`src/rtl/tdes_key_scheduler.sv`:
```
// Triple-DES key scheduler: sequences the three DES stages (EDE / DED),
// presents the stage key and direction to the round-key generator, and
// handshakes with the DES round core via core_start / core_done.
module tdes_key_scheduler #(
   parameter int TIMEOUT = 255
) (
   input  logic        clk,
   input  logic        n_rst,
   input  logic        key_load,
   input  logic [63:0] key1,
   input  logic [63:0] key2,
   input  logic [63:0] key3,
   input  logic [1:0]  keying_opt,
   input  logic        start,
   input  logic        decrypt,
   input  logic        abort,
   input  logic        core_done,
   output logic [63:0] des_key,
   output logic [1:0]  des_mode,
   output logic        core_start,
   output logic [1:0]  stage,
   output logic        busy,
   output logic        done,
   output logic        err,
   output logic [1:0]  err_code
);

   typedef enum logic [2:0] {
      S_IDLE,
      S_SETUP,
      S_ISSUE,
      S_WAIT,
      S_DONE
   } state_t;

   localparam logic [7:0] TMO_LAST = 8'(TIMEOUT - 1);

   localparam logic [1:0] MODE_IDLE   = 2'b11;
   localparam logic [1:0] ERR_NOKEY   = 2'b01;
   localparam logic [1:0] ERR_TIMEOUT = 2'b10;
   localparam logic [1:0] ERR_ABORT   = 2'b11;

   state_t      state_reg;
   logic [63:0] k1_reg;
   logic [63:0] k2_reg;
   logic [63:0] k3_reg;
   logic        key_valid_reg;
   logic        dir_reg;
   logic [7:0]  wait_cnt_reg;
   logic [1:0]  stage_next;

   // Stage key: encrypt walks K1,K2,K3; decrypt walks K3,K2,K1.
   function automatic logic [63:0] pick_key(input logic dir, input logic [1:0] stg,
                                            input logic [63:0] ka, input logic [63:0] kb,
                                            input logic [63:0] kc);
      logic [63:0] k;
      case (stg)
         2'd0:    k = dir ? kc : ka;
         2'd1:    k = kb;
         default: k = dir ? ka : kc;
      endcase
      return k;
   endfunction

   // Stage direction: middle stage is inverted relative to the outer two.
   function automatic logic [1:0] pick_mode(input logic dir, input logic [1:0] stg);
      return {1'b0, dir ^ (stg == 2'd1)};
   endfunction

   assign stage_next = 2'(stage + 2'd1);

   // Main controller: state, key store, stage key/mode and all registered outputs.
   always_ff @(posedge clk or posedge n_rst) begin
      if (n_rst) begin
         state_reg     <= S_IDLE;
         k1_reg        <= '0;
         k2_reg        <= '0;
         k3_reg        <= '0;
         key_valid_reg <= 1'b0;
         dir_reg       <= 1'b0;
         wait_cnt_reg  <= '0;
         stage         <= 2'd0;
         des_key       <= '0;
         des_mode      <= MODE_IDLE;
         core_start    <= 1'b0;
         busy          <= 1'b0;
         done          <= 1'b0;
         err           <= 1'b0;
         err_code      <= 2'b00;
      end else begin
         core_start <= 1'b0;
         done       <= 1'b0;
         err        <= 1'b0;

         if (state_reg != S_IDLE && abort) begin
            // Abort outranks core_done and timeout in every busy state.
            state_reg <= S_IDLE;
            busy      <= 1'b0;
            des_mode  <= MODE_IDLE;
            err       <= 1'b1;
            err_code  <= ERR_ABORT;
         end else begin
            case (state_reg)
               S_IDLE: begin
                  if (key_load) begin
                     if (keying_opt == 2'b11) begin
                        key_valid_reg <= 1'b0;
                     end else begin
                        key_valid_reg <= 1'b1;
                        k1_reg        <= key1;
                        k2_reg        <= (keying_opt == 2'b10) ? key1 : key2;
                        k3_reg        <= (keying_opt == 2'b00) ? key3 : key1;
                     end
                  end
                  if (start) begin
                     if (key_valid_reg) begin
                        dir_reg   <= decrypt;
                        stage     <= 2'd0;
                        des_key   <= pick_key(decrypt, 2'd0, k1_reg, k2_reg, k3_reg);
                        des_mode  <= pick_mode(decrypt, 2'd0);
                        busy      <= 1'b1;
                        state_reg <= S_SETUP;
                     end else begin
                        err      <= 1'b1;
                        err_code <= ERR_NOKEY;
                     end
                  end
               end
               S_SETUP: begin
                  core_start <= 1'b1;
                  state_reg  <= S_ISSUE;
               end
               S_ISSUE: begin
                  wait_cnt_reg <= '0;
                  state_reg    <= S_WAIT;
               end
               S_WAIT: begin
                  if (core_done) begin
                     if (stage == 2'd2) begin
                        done      <= 1'b1;
                        state_reg <= S_DONE;
                     end else begin
                        stage     <= stage_next;
                        des_key   <= pick_key(dir_reg, stage_next, k1_reg, k2_reg, k3_reg);
                        des_mode  <= pick_mode(dir_reg, stage_next);
                        state_reg <= S_SETUP;
                     end
                  end else if (wait_cnt_reg == TMO_LAST) begin
                     state_reg <= S_IDLE;
                     busy      <= 1'b0;
                     des_mode  <= MODE_IDLE;
                     err       <= 1'b1;
                     err_code  <= ERR_TIMEOUT;
                  end else begin
                     wait_cnt_reg <= wait_cnt_reg + 8'd1;
                  end
               end
               S_DONE: begin
                  state_reg <= S_IDLE;
                  busy      <= 1'b0;
                  des_mode  <= MODE_IDLE;
               end
               default: begin
                  state_reg <= S_IDLE;
                  busy      <= 1'b0;
                  des_mode  <= MODE_IDLE;
               end
            endcase
         end
      end
   end

endmodule

```
`config.mk`:
```
export PLATFORM = sky130hd
export DESIGN_NAME = tdes_key_scheduler
export DESIGN_NICKNAME = d
export VERILOG_FILES = /design/src/rtl/tdes_key_scheduler.sv
export SDC_FILE = /design/constraint.sdc
export NUM_CORES = 1
export LEC_CHECK = 0
export ABC_AREA = 1
export ABC_CLOCK_PERIOD_IN_PS = 14400
export CORE_ASPECT_RATIO = 1.4
export CORE_MARGIN = 5
export CORE_UTILIZATION = 45
export DETAILED_ROUTE_END_ITERATION = 7
export HOLD_SLACK_MARGIN = 0.15
export PLACE_DENSITY = 0.77
export SETUP_SLACK_MARGIN = 0.02
export SLEW_MARGIN = 10
export SYNTH_ARGS = -nofsm -noshare
export SYNTH_HDL_FRONTEND = slang
export SYNTH_SLANG_ARGS = --single-unit
```
`constraint.sdc`:
```
create_clock -name clk -period 14.4 [get_ports clk]
set_input_delay 2.16 -clock clk [delete_from_list [all_inputs] [get_ports clk]]
set_output_delay 2.16 -clock clk [all_outputs]
set_load 0.01 [all_outputs]
```
* Yosys cells after proc, flatten, opt, wreduce, memory -nomap -nowiden
Index checks and enable logic that the tools add are counted.
** Cells by class
- Bitwise operators :: 3
- Multiplexer cells :: 58
- Eq/ne operators :: 22
- Reductions and logical operators :: 18
- $add $sub $neg :: 2
** Operators by type and width (number)
- $mux W64 :: 9
- $pmux W64 S2 :: 2
- $mux W2 :: 15
- $mux W3 :: 6
- $mux W1 :: 17
- $mux W8 :: 2
- $pmux W8 S2 :: 1
- $ne A3 B3 Y1 const B :: 5
- $reduce_and A5 Y1 :: 3
- $ne A2 B2 Y1 const B :: 6
- $pmux W3 S4 :: 1
- $reduce_and A4 Y1 :: 3
- $add A8 B1 Y8 const B :: 1
- $eq A8 B8 Y1 const B :: 1
- $ne A4 B4 Y1 const B :: 2
- $pmux W2 S2 :: 2
- $eq A2 B2 Y1 const B :: 3
- $eq A3 B2 Y1 const B :: 2
- $pmux W2 S3 :: 1
- $reduce_and A3 Y1 :: 2
- $reduce_and A6 Y1 :: 1
- $reduce_bool A3 Y1 :: 2
- $logic_not A2 Y1 :: 2
- $reduce_bool A2 Y1 :: 2
- 11 further kinds :: 12
** Storage, ports and cells
- Output and inout bits :: 74
- Logic and storage cells :: 118
- Bits in registers :: 279
- Bits of input ports :: 201

* Depth between registers and ports, before layout
Gate-level depths: netlist (run 1).
- Depth after elaboration :: 7
- Depth in mapped cells :: 10

* Least setup slack after synthesis (run 1)
No wires, ideal clock.
- Path type :: input to register
- From :: input port keying_opt[1]
- To :: register k3_reg[18]
- Data arrival time :: 3.024 ns
- Required time :: 14.270 ns
- Setup slack :: 11.246 ns
- Cell stages on the path :: 6
- Cells stage by stage :: nor2_1 clkbuf_1 clkbuf_1 o21ai_0 nand2_1 o21ai_0
** Between the ends
- Word-level cells in the longest chain between the ends :: 3
** RTL lines
- from (decl) :: RTL line 13 : input logic [1:0] keying_opt,
- $eq A2 B2 Y1 :: RTL line 106 : if (keying_opt == 2'b11) begin
- $not A1 Y1 (no source line)
- $reduce_and A4 Y1 (no source line)
- to (signal assigned) :: RTL line 112 : k3_reg <= (keying_opt == 2'b00) ? key3 : key1;
- to (decl) :: RTL line 46 : logic [63:0] k3_reg;
Parallel ways exist; a longest one is shown, timed or not.
A chain may end at the register's enable or synchronous reset.

* Final worst setup path (run 1)
- From :: input port keying_opt[1]
- To :: register k1_reg[49]
** Between the ends
- Word-level cells in the longest chain between the ends :: 3
** RTL lines
- $eq A2 B2 Y1 :: RTL line 106
- $not A1 Y1 (no source line)
- $reduce_and A4 Y1 (no source line)
- to (signal assigned) :: RTL line 110 : k1_reg <= key1;
- to (decl) :: RTL line 44 : logic [63:0] k1_reg;
No other way between the ends.

==> flow_metrics.tcl, run 1 <==
set metrics [dict create \
    hold_buffers 0 \
    cap_viol_max_count 0 \
    synthArstFlopShare_pct 100 \
    worst_slew_pin_slew_ns 1.15 \
    synth_fp_nets 2591 \
    cp-start-kind "input port" \
    yosysWarnings 0 \
    cts_resized 0 \
    fmax_mhz 190 \
    slowest_stage "buf_4" \
    synth-seq-cells 279 \
    post-dp-hpwl_um 31900 \
    ir_drop_v 0.000103 \
    pwr-share-seq_pct 35.1 \
    wirelength_um 50900 \
    drc_errors 0 \
    critPathBufInv 4 \
    areaGrowthSynthToFinish_pct 23.2 \
    via_per_inst 5.41 \
    netlist_area_sq_um 16100 \
    ant_nets 0 \
    rsz0062_at_grt "no" \
    numPlacedInstances 2970 \
    finalSetupViolCount 0 \
    yosysTopAreaCellShare_pct 43.1 \
    nets 2745 \
    root_buffer "clkbuf_16" \
    drive_above_1_share_pct 3.28 \
    wl_per_cell_um 16.9 \
    ys_top_cells_by_area "dfrtp_1, nand2_1, o21ai_0" \
    grt_pass1_vias 16300 \
    clk_latency_ns 0.56 \
    maxSlewHeadroom_pct 23.6 \
    synth_edf_count 0 \
    drt_pass1_iterations 6 \
    initial_utilization_pct 45.2 \
    first_iter_violations 1339 \
    multi_input_area_sq_um 7540 \
    hold_viol 0 \
    p_leak_nw 9.52 \
    grt.overflow.total 0 \
    p_sw_w 0.00164 \
    yosysMostFrequentCell "nand2_1" \
    internal_power_w 0.00227 \
    port_buffers 274 \
    min_from "des_mode[1]" \
    tns_ns 0 \
    globalplace.congestion 0.853 \
    die_w_um 170 \
    postCtsSetupRepairBufs 0 \
    cts_tree "built" \
    power_frac_clock_pct 21.0 \
    core_area_sq_um 35600 \
    seq_area_frac_synth_pct 43.4 \
    rows 82 \
    arrival_ns 5.65 \
    ys_dominant_reg_cell "dfrtp_1" \
    power_density_nw_per_um2 197 \
    grt_antenna_before_repair 1 \
    grt_pass1_wl_um 81400 \
    crit_required_ns 14.79 \
    clockBufferDepth 3 \
    hold_path_class "flop to flop" \
    cts_inserted_buffers 29 \
    crit_chain "clkdlybuf4s50_1, a21oi_4, buf_4, buf_4, buf_4, o21ai_0" \
    seq_area_sq_um 6990 \
    path_max_fanout 128 \
    fin_util_pct 55.7 \
    end_kind "flop" \
    dieArea_sq_um 39700 \
    min_period_over_period_pct 36.5 \
    syn_area_per_cell_sq_um 6.75 \
    cp-startpoint "keying_opt[1]" \
    pin_count 275 \
    diodes 0 \
    grt_max_degree 157 \
    ys_types 26 \
    crit_type "input port to flop" \
    fill_cells 3307 \
    synth_cells 2385 \
    crit_top_cell "buf_4" \
    synth_common_cells "nand2_1, o21ai_0, dfrtp_1, inv_1, nand3_1" \
    crit_path_max_incr_delay_ns 0.95 \
    die_y_um 234 \
    finClkSkew_ns 0.0106 \
    yosys.area.top_type "dfrtp_1" \
    gr-usage-all-layers_pct 25.0 \
    vias 16300 \
    r2r_start "state_reg[1]" \
    critPathTopFamily "buffers and inverters" \
    maxSlewViolCount 0 \
    h-tree-depth 1 \
    min_period_ns 5.26 \
    p_sw_share_pct 42.0 \
    fin_cells 3023 \
    p_comb_share_pct 43.8 \
    status "completed" \
    cts_sinks 279 \
    clk_pin_slew_ns 0.06 \
]
kinds of logic after synthesis:
kind of cell	Yosys count	synth area share [%]
AND/OR/NAND/NOR	1120	27.4
AO/OA/AOI/OAI	595	18.6
buffers and inverters	382	10.0
flip-flops	279	43.4
adder cells (fa/ha/maj)	5	0.389
XOR/XNOR	4	0.218
area by class of cell:
cell class / count / share of cell area (%)
repair buffers: 291 / 14.5
flip-flops and latches: 279 / 35.2
inverters: 214 / 4.11
well taps: 462 / 2.92
clock buffers: 42 / 4.16
multi-input cells: 1724 / 38.0
clock inverters: 11 / 1.05
worst register-to-register path, cell delays in order (launching register included):
cell and delay (ns):
dfrtp_1 0.43, nor2_2 0.17, nand2_2 0.12, inv_1 0.12
nand2_1 0.12, a21oi_4 0.12, buf_4 0.53, buf_4 0.97
buf_4 1.00, o21ai_0 0.28
path summary, 6_finish.rpt:
kind	depth (start not counted)	to	slack, ns
min in group asynchronous	2	core_start	2.13
max in group asynchronous	3	k1_reg[29]	10.95
worst min register to register	2	des_mode[1]	0.47
worst min-delay path	2	des_mode[1]	0.47
worst max register to register	9	k1_reg[49]	10.37
worst max-delay path	6	k1_reg[49]	9.14
metrics by stage:
step	hold WS, ns	instance area (sq um)	setup slack [ns]	total power [W]
floorplan	0.442	16100	4.55	0.00248
global placement	0.453	18800	8.76	0.00300
detailed placement	0.459	18800	8.60	0.00308
CTS	0.472	19800	9.21	0.00392
global route	0.482	19800	8.87	0.00423
finish	0.468	19800	9.14	0.00391
cell usage in the layout, fill, tap and decap left out, types with 6 or more instances in the layout:
cell type	count
o21ai_1	9
dfrtp_1	276
nor2_1	16
o21ai_0	451
inv_1	208
nand2_1	949
a21oi_1	131
clkbuf_16	29
clkbuf_1	8
buf_4	17
nand3_1	144
clkdlybuf4s50_1	273
bufinv_16	6
metal layers:
metal,track usage [%],wire (um)
met3,2.97,3290
met5,0,13
met4,13.8,2850
met2,44.4,25500
met1,29.3,19300
power groups by stage:
stage	Sequential (W)	Combinational (W)	Clock (W)
CTS	0.00137	0.00171	0.000837
finish	0.00138	0.00172	0.000823
global route	0.00142	0.00195	0.000865
floorplan	0.00135	0.00113	0
global placement	0.00137	0.00164	0
detailed placement	0.00138	0.00170	0
No activity file was read; power rests on OpenSTA's default activity.
==> run 2, diff against run 1 <==
--- a/config.mk
+++ b/config.mk
@@ -6,7 +6,7 @@
 export NUM_CORES = 1
 export LEC_CHECK = 0
 export ABC_AREA = 1
-export ABC_CLOCK_PERIOD_IN_PS = 14400
+export ABC_CLOCK_PERIOD_IN_PS = 4900
 export CORE_ASPECT_RATIO = 1.4
 export CORE_MARGIN = 5
 export CORE_UTILIZATION = 45
==> constraint.sdc (replaced) <==
create_clock -name clk -period 4.9 [get_ports clk]
set_input_delay 0.735 -clock clk [delete_from_list [all_inputs] [get_ports clk]]
set_output_delay 0.735 -clock clk [all_outputs]
set_load 0.01 [all_outputs]
==> run 2 against run 1 <==
Net effect:
- hold slack improved by 0.00091 ns
- die area unchanged
- final cell count increased by 0.26%
- critical endpoint is now des_key[55]
- global-route usage increased by 0.15 points
- sequential share of layout area decreased by 0.14 points
- clock skew about the same
- combinational power increased to 3.0 times the previous value
- via count increased by 0.57%
- highest routed layer unchanged
- first-iteration DRC count increased by 18%
==> flow_metrics.tcl, run 2 (synthesis gave the netlist of run 1 again) <==
set metrics [dict create \
    core_area_sq_um 35600 \
    busiest_layer "met2" \
    status "completed" \
    met2_usage_pct 43.7 \
    ant_nets 0 \
    dieArea_sq_um 39700 \
    hold_buffers 0 \
    grt_pass1_wl_um 82000 \
    cp-start-kind "flop" \
    grt_max_degree 170 \
    root_buffer "clkbuf_16" \
    port_buffers 274 \
    path_max_fanout 36 \
    arrival_ns 3.56 \
    postCtsSetupRepairBufs 0 \
    grt_antenna_before_repair 1 \
    cts_resized 0 \
    finalSetupViolCount 0 \
    rows 82 \
    finClkSkew_ns 0.0108 \
    final_common_cell "nand2_1" \
    clk_latency_ns 0.56 \
    diodes 0 \
    met1_usage_pct 29.8 \
    grt.overflow.total 0 \
    post-dp-hpwl_um 32400 \
    cts_inserted_buffers 29 \
    cts_tree "built" \
    clockBufferDepth 3 \
    drt_pass1_iterations 6 \
    tns_ns 0 \
    wirelength_um 51400 \
    gr-usage-met3_pct 2.97 \
    ir_drop_v 0.000331 \
    crit_required_ns 5.40 \
    nets 2752 \
    crit_top_cell "nand2_1" \
    min_period_over_period_pct 62.4 \
    slowest_stage "nand3_4" \
    worst_slew_pin_slew_ns 1.16 \
    drc_errors 0 \
    pin_count 275 \
    fill_cells 3304 \
    crit_type "flop to flop" \
    power_density_nw_per_um2 576 \
    cap_viol_max_count 0 \
    mostFrequentLayoutCells "nand2_1, o21ai_0, dfrtp_1, clkdlybuf4s50_1, inv_1" \
    rsz0062_at_grt "no" \
    via_per_inst 5.42 \
    die_y_um 234 \
    p_leak_nw 9.56 \
    rr_worst_depth 8 \
    first_iter_violations 1576 \
    hold_depth 2 \
    wl_per_cell_um 17.0 \
    maxSlewViolCount 0 \
    hold_path_class "flop to flop" \
    crit_path_max_incr_delay_ns 0.53 \
    hold_viol 0 \
    drive_above_1_share_pct 3.78 \
    fmax_mhz 327 \
    gr-usage-all-layers_pct 25.2 \
    vias 16400 \
    end_kind "flop" \
    areaGrowthSynthToFinish_pct 23.7 \
    cts_sinks 279 \
    min_period_ns 3.06 \
    grt_pass1_vias 16400 \
    hold_ws_ns 0.469 \
    initial_utilization_pct 45.2 \
    crit_chain "inv_1, nand3_1, o21ai_0, nand3_4, inv_2, buf_4, nand2_1, nand2_1" \
    globalplace.congestion 0.853 \
    h-tree-depth 1 \
    clk_pin_slew_ns 0.07 \
    die_w_um 170 \
    maxSlewHeadroom_pct 22.9 \
]
[run 2: final cells by class]
cell class,instances,area (sq um),area share [%]
tap,462,578,2.90
clock inverter,17,195,0.980
clock buffer,37,806,4.05
inverter,214,810,4.07
timing repair buffer,298,3000,15.0
sequential,279,6990,35.1
multi-input combinational,1724,7540,37.9
[run 2: final timing paths]
check	from	end	slack (ns)
setup / recovery	state_reg[2]	des_key[55]	1.84
hold / removal	des_mode[1]	des_mode[1]	0.47
setup reg to reg	state_reg[2]	des_key[55]	1.84
hold reg to reg	des_mode[1]	des_mode[1]	0.47
max in group asynchronous	n_rst	des_key[32]	3.10
min in group asynchronous	n_rst	err	0.70
[run 2: power breakdown]
part           leakage (nW)  internal (W)  switching, W
combinational          5.58       0.00185       0.00331
sequential             3.48       0.00337      0.000591
clock                 0.502       0.00137      0.000965
[run 2: critical path, delay by kind of cell (launching register included)]
| kind | cells | cell delay [ns] |
|---|---|---|
| DFF | 1 | 0.43 |
| and+or+nand+nor | 4 | 1.05 |
| buffers and inverters | 3 | 1.02 |
| AOI/OAI and AO/OA | 1 | 0.48 |
[run 2: metal layers]
layer | part of all wire, % | vias to the layer above | wire length [um]
li1 | - | 7916 | -
met5 | 0.025 | - | 13
met3 | 6.1 | 170 | 3120
met2 | 49 | 668 | 25400
met4 | 5.9 | 2 | 3010
met1 | 39 | 7687 | 19900
[run 2: per-stage QoR]
| stage | std cells | utilization [%] | cell area [sq um] | power, W | setup slack [ns] |
|---|---|---|---|---|---|
| finish | 3031 | 55.9 | 19900 | 0.0115 | 1.84 |
| global route | 3031 | 55.9 | 19900 | 0.0124 | 1.61 |
| CTS | 3031 | 55.9 | 19900 | 0.0115 | 1.87 |
| detailed placement | 2977 | 53.1 | 18900 | 0.00911 | 1.59 |
| global placement | 2977 | 53.1 | 18900 | 0.00890 | 1.67 |
| floorplan | 2385 | - | 16100 | 0.00729 | 0.473 |
==> run 3, diff against run 2 <==
--- a/config.mk
+++ b/config.mk
@@ -6,13 +6,13 @@
 export NUM_CORES = 1
 export LEC_CHECK = 0
 export ABC_AREA = 1
-export ABC_CLOCK_PERIOD_IN_PS = 4900
+export ABC_CLOCK_PERIOD_IN_PS = 2660
 export CORE_ASPECT_RATIO = 1.4
 export CORE_MARGIN = 5
 export CORE_UTILIZATION = 45
 export DETAILED_ROUTE_END_ITERATION = 7
 export HOLD_SLACK_MARGIN = 0.15
-export PLACE_DENSITY = 0.77
+export PLACE_DENSITY = 0.79
 export SETUP_SLACK_MARGIN = 0.02
 export SLEW_MARGIN = 10
 export SYNTH_ARGS = -nofsm -noshare
==> constraint.sdc (replaced) <==
create_clock -name clk -period 2.66 [get_ports clk]
set_input_delay 0.399 -clock clk [delete_from_list [all_inputs] [get_ports clk]]
set_output_delay 0.399 -clock clk [all_outputs]
set_load 0.01 [all_outputs]
==> run 3 against run 2 <==
Net effect:
- utilization grew 1.2 points
- hold slack lost 0.26 ns
- wire length grew 1.8%
- largest power group unchanged
==> flow_metrics.tcl, run 3 (synthesis gave the netlist of run 1 again) <==
set metrics [dict create \
    status "completed" \
    grt_pass1_wl_um 84400 \
    initial_utilization_pct 45.2 \
    p_leak_nw 9.77 \
    p_sw_w 0.00899 \
    wirelength_um 52400 \
    cts_inserted_buffers 29 \
    root_buffer "clkbuf_16" \
    fmax_mhz 487 \
    crit_top_cell "nand2_1" \
    end_kind "flop" \
    h-tree-depth 1 \
    min_period_over_period_pct 77.2 \
    hold_path_class "input port to asynchronous set/reset pin" \
    nets 2792 \
    vias 16900 \
    path_max_fanout 40 \
    areaGrowthSynthToFinish_pct 26.3 \
    power_density_nw_per_um2 1030 \
    maxSlewViolCount 0 \
    die_y_um 234 \
    r2r_start "state_reg[1]" \
    cts_sinks 279 \
    pwr-share-seq_pct 34.8 \
    drive_above_1_share_pct 4.76 \
    slowest_stage "dfrtp_1" \
    finalPower_w 0.0210 \
    place_ws_ns 0.498 \
    internal_power_w 0.0120 \
    final_common_cell "nand2_1" \
    cts_resized 0 \
    rsz0062_at_grt "no" \
    crit_type "flop to flop" \
    wl_met1_um 19300 \
    critPathBufInv 3 \
    mostFrequentLayoutCells "nand2_1, o21ai_0, dfrtp_1, clkdlybuf4s50_1, inv_1" \
    clockBufferDepth 3 \
    grt.overflow.total 0 \
    arrival_ns 2.50 \
    min_period_ns 2.05 \
    via_per_inst 5.51 \
    grt_antenna_before_repair 0 \
    cp-start-kind "flop" \
    cts_tree "built" \
    reg2reg_slack_ns 0.61 \
    drc_errors 0 \
    dieArea_sq_um 39700 \
    diodes 0 \
    fin_ws_ns 0.607 \
    wl_met2_um 25900 \
    routed.top_layer "met4" \
    post-dp-hpwl_um 34300 \
    crit_chain "nor2_2, nand2_2, inv_1, nand2_1, a21oi_4, buf_4, buf_12, nand2_1, o21ai_0" \
    clk_latency_ns 0.56 \
    p_comb_share_pct 47.0 \
    finalSetupViolCount 0 \
    wl_per_cell_um 17.1 \
    cap_viol_max_count 0 \
    ant_nets 0 \
    finClkSkew_ns 0.00667 \
    rows 82 \
    postCtsSetupRepairBufs 0 \
    crit_path_max_incr_delay_ns 0.43 \
    power_frac_clock_pct 18.2 \
    p_sw_share_pct 42.7 \
    hold_buffers 0 \
    crit_required_ns 3.11 \
    ir_drop_v 0.000632 \
    gr-usage-all-layers_pct 25.9 \
    globalplace.congestion 0.861 \
    clk_pin_slew_ns 0.06 \
    cp-startpoint "state_reg[1]" \
    die_w_um 170 \
    first_iter_violations 1447 \
    tns_ns 0 \
    core_area_sq_um 35600 \
    grt_max_degree 112 \
    worst_slew_pin_slew_ns 0.596 \
    grt_pass1_vias 17100 \
    critPathTopFamily "buffers and inverters" \
    drt_pass1_iterations 6 \
    port_buffers 274 \
    wl_met3_um 3960 \
    hold_viol 0 \
    pin_count 275 \
    maxSlewHeadroom_pct 60.3 \
]
[run 3: changes by cell type in the layout (fill, tap and decap cells not counted)]
cell        before  now
buf_12           6   27
clkbuf_1         3   13
bufinv_16        4    0
buf_4           19   38
inv_6            2    0
clkinv_2        10    4
clkinvlp_4       2    1
[run 3: area by class of cell]
cell class,count,area (sq um)
multi-input combinational,1724,7540
fill,3182,15300
clock inverter,4,20.0
inverter,214,810
timing repair buffer,338,3560
clock buffer,47,843
tap,462,578
sequential,279,6990
[run 3: power groups by stage]
stage | Clock, W | Sequential, W | Combinational, W
floorplan | 0 | 0.00731 | 0.00612
global placement | 0 | 0.00726 | 0.00946
detailed placement | 0 | 0.00735 | 0.00979
CTS | 0.00389 | 0.00730 | 0.00986
global route | 0.00408 | 0.00754 | 0.0111
finish | 0.00383 | 0.00731 | 0.00989
[run 3: worst paths after layout]
check,endpoint,cells after the start
max,k1_reg[39],9
min,core_start,2
max reg2reg,k1_reg[39],9
min reg2reg,des_mode[0],2
max in group asynchronous,k2_reg[52],3
min in group clk,k1_reg[47],3
[run 3: through the flow]
step | hold WS, ns | instances | instance area, sq um | utilization (%)
after CTS | 0.199 | 3068 | 20300 | 57.1
final | 0.208 | 3068 | 20300 | 57.1
after detailed placement | 0.459 | 3017 | 19500 | 54.7
after floorplan | 0.442 | 2385 | 16100 | -
after global routing | 0.220 | 3068 | 20300 | 57.1
after global placement | 0.453 | 3017 | 19500 | 54.7
[run 3: routing by layer]
metal | GRT usage (%) | up-vias
met1 | 30.3 | 7909
met5 | 0 | -
met4 | 16.4 | 0
met3 | 3.41 | 200
met2 | 44.9 | 816
li1 | - | 7991
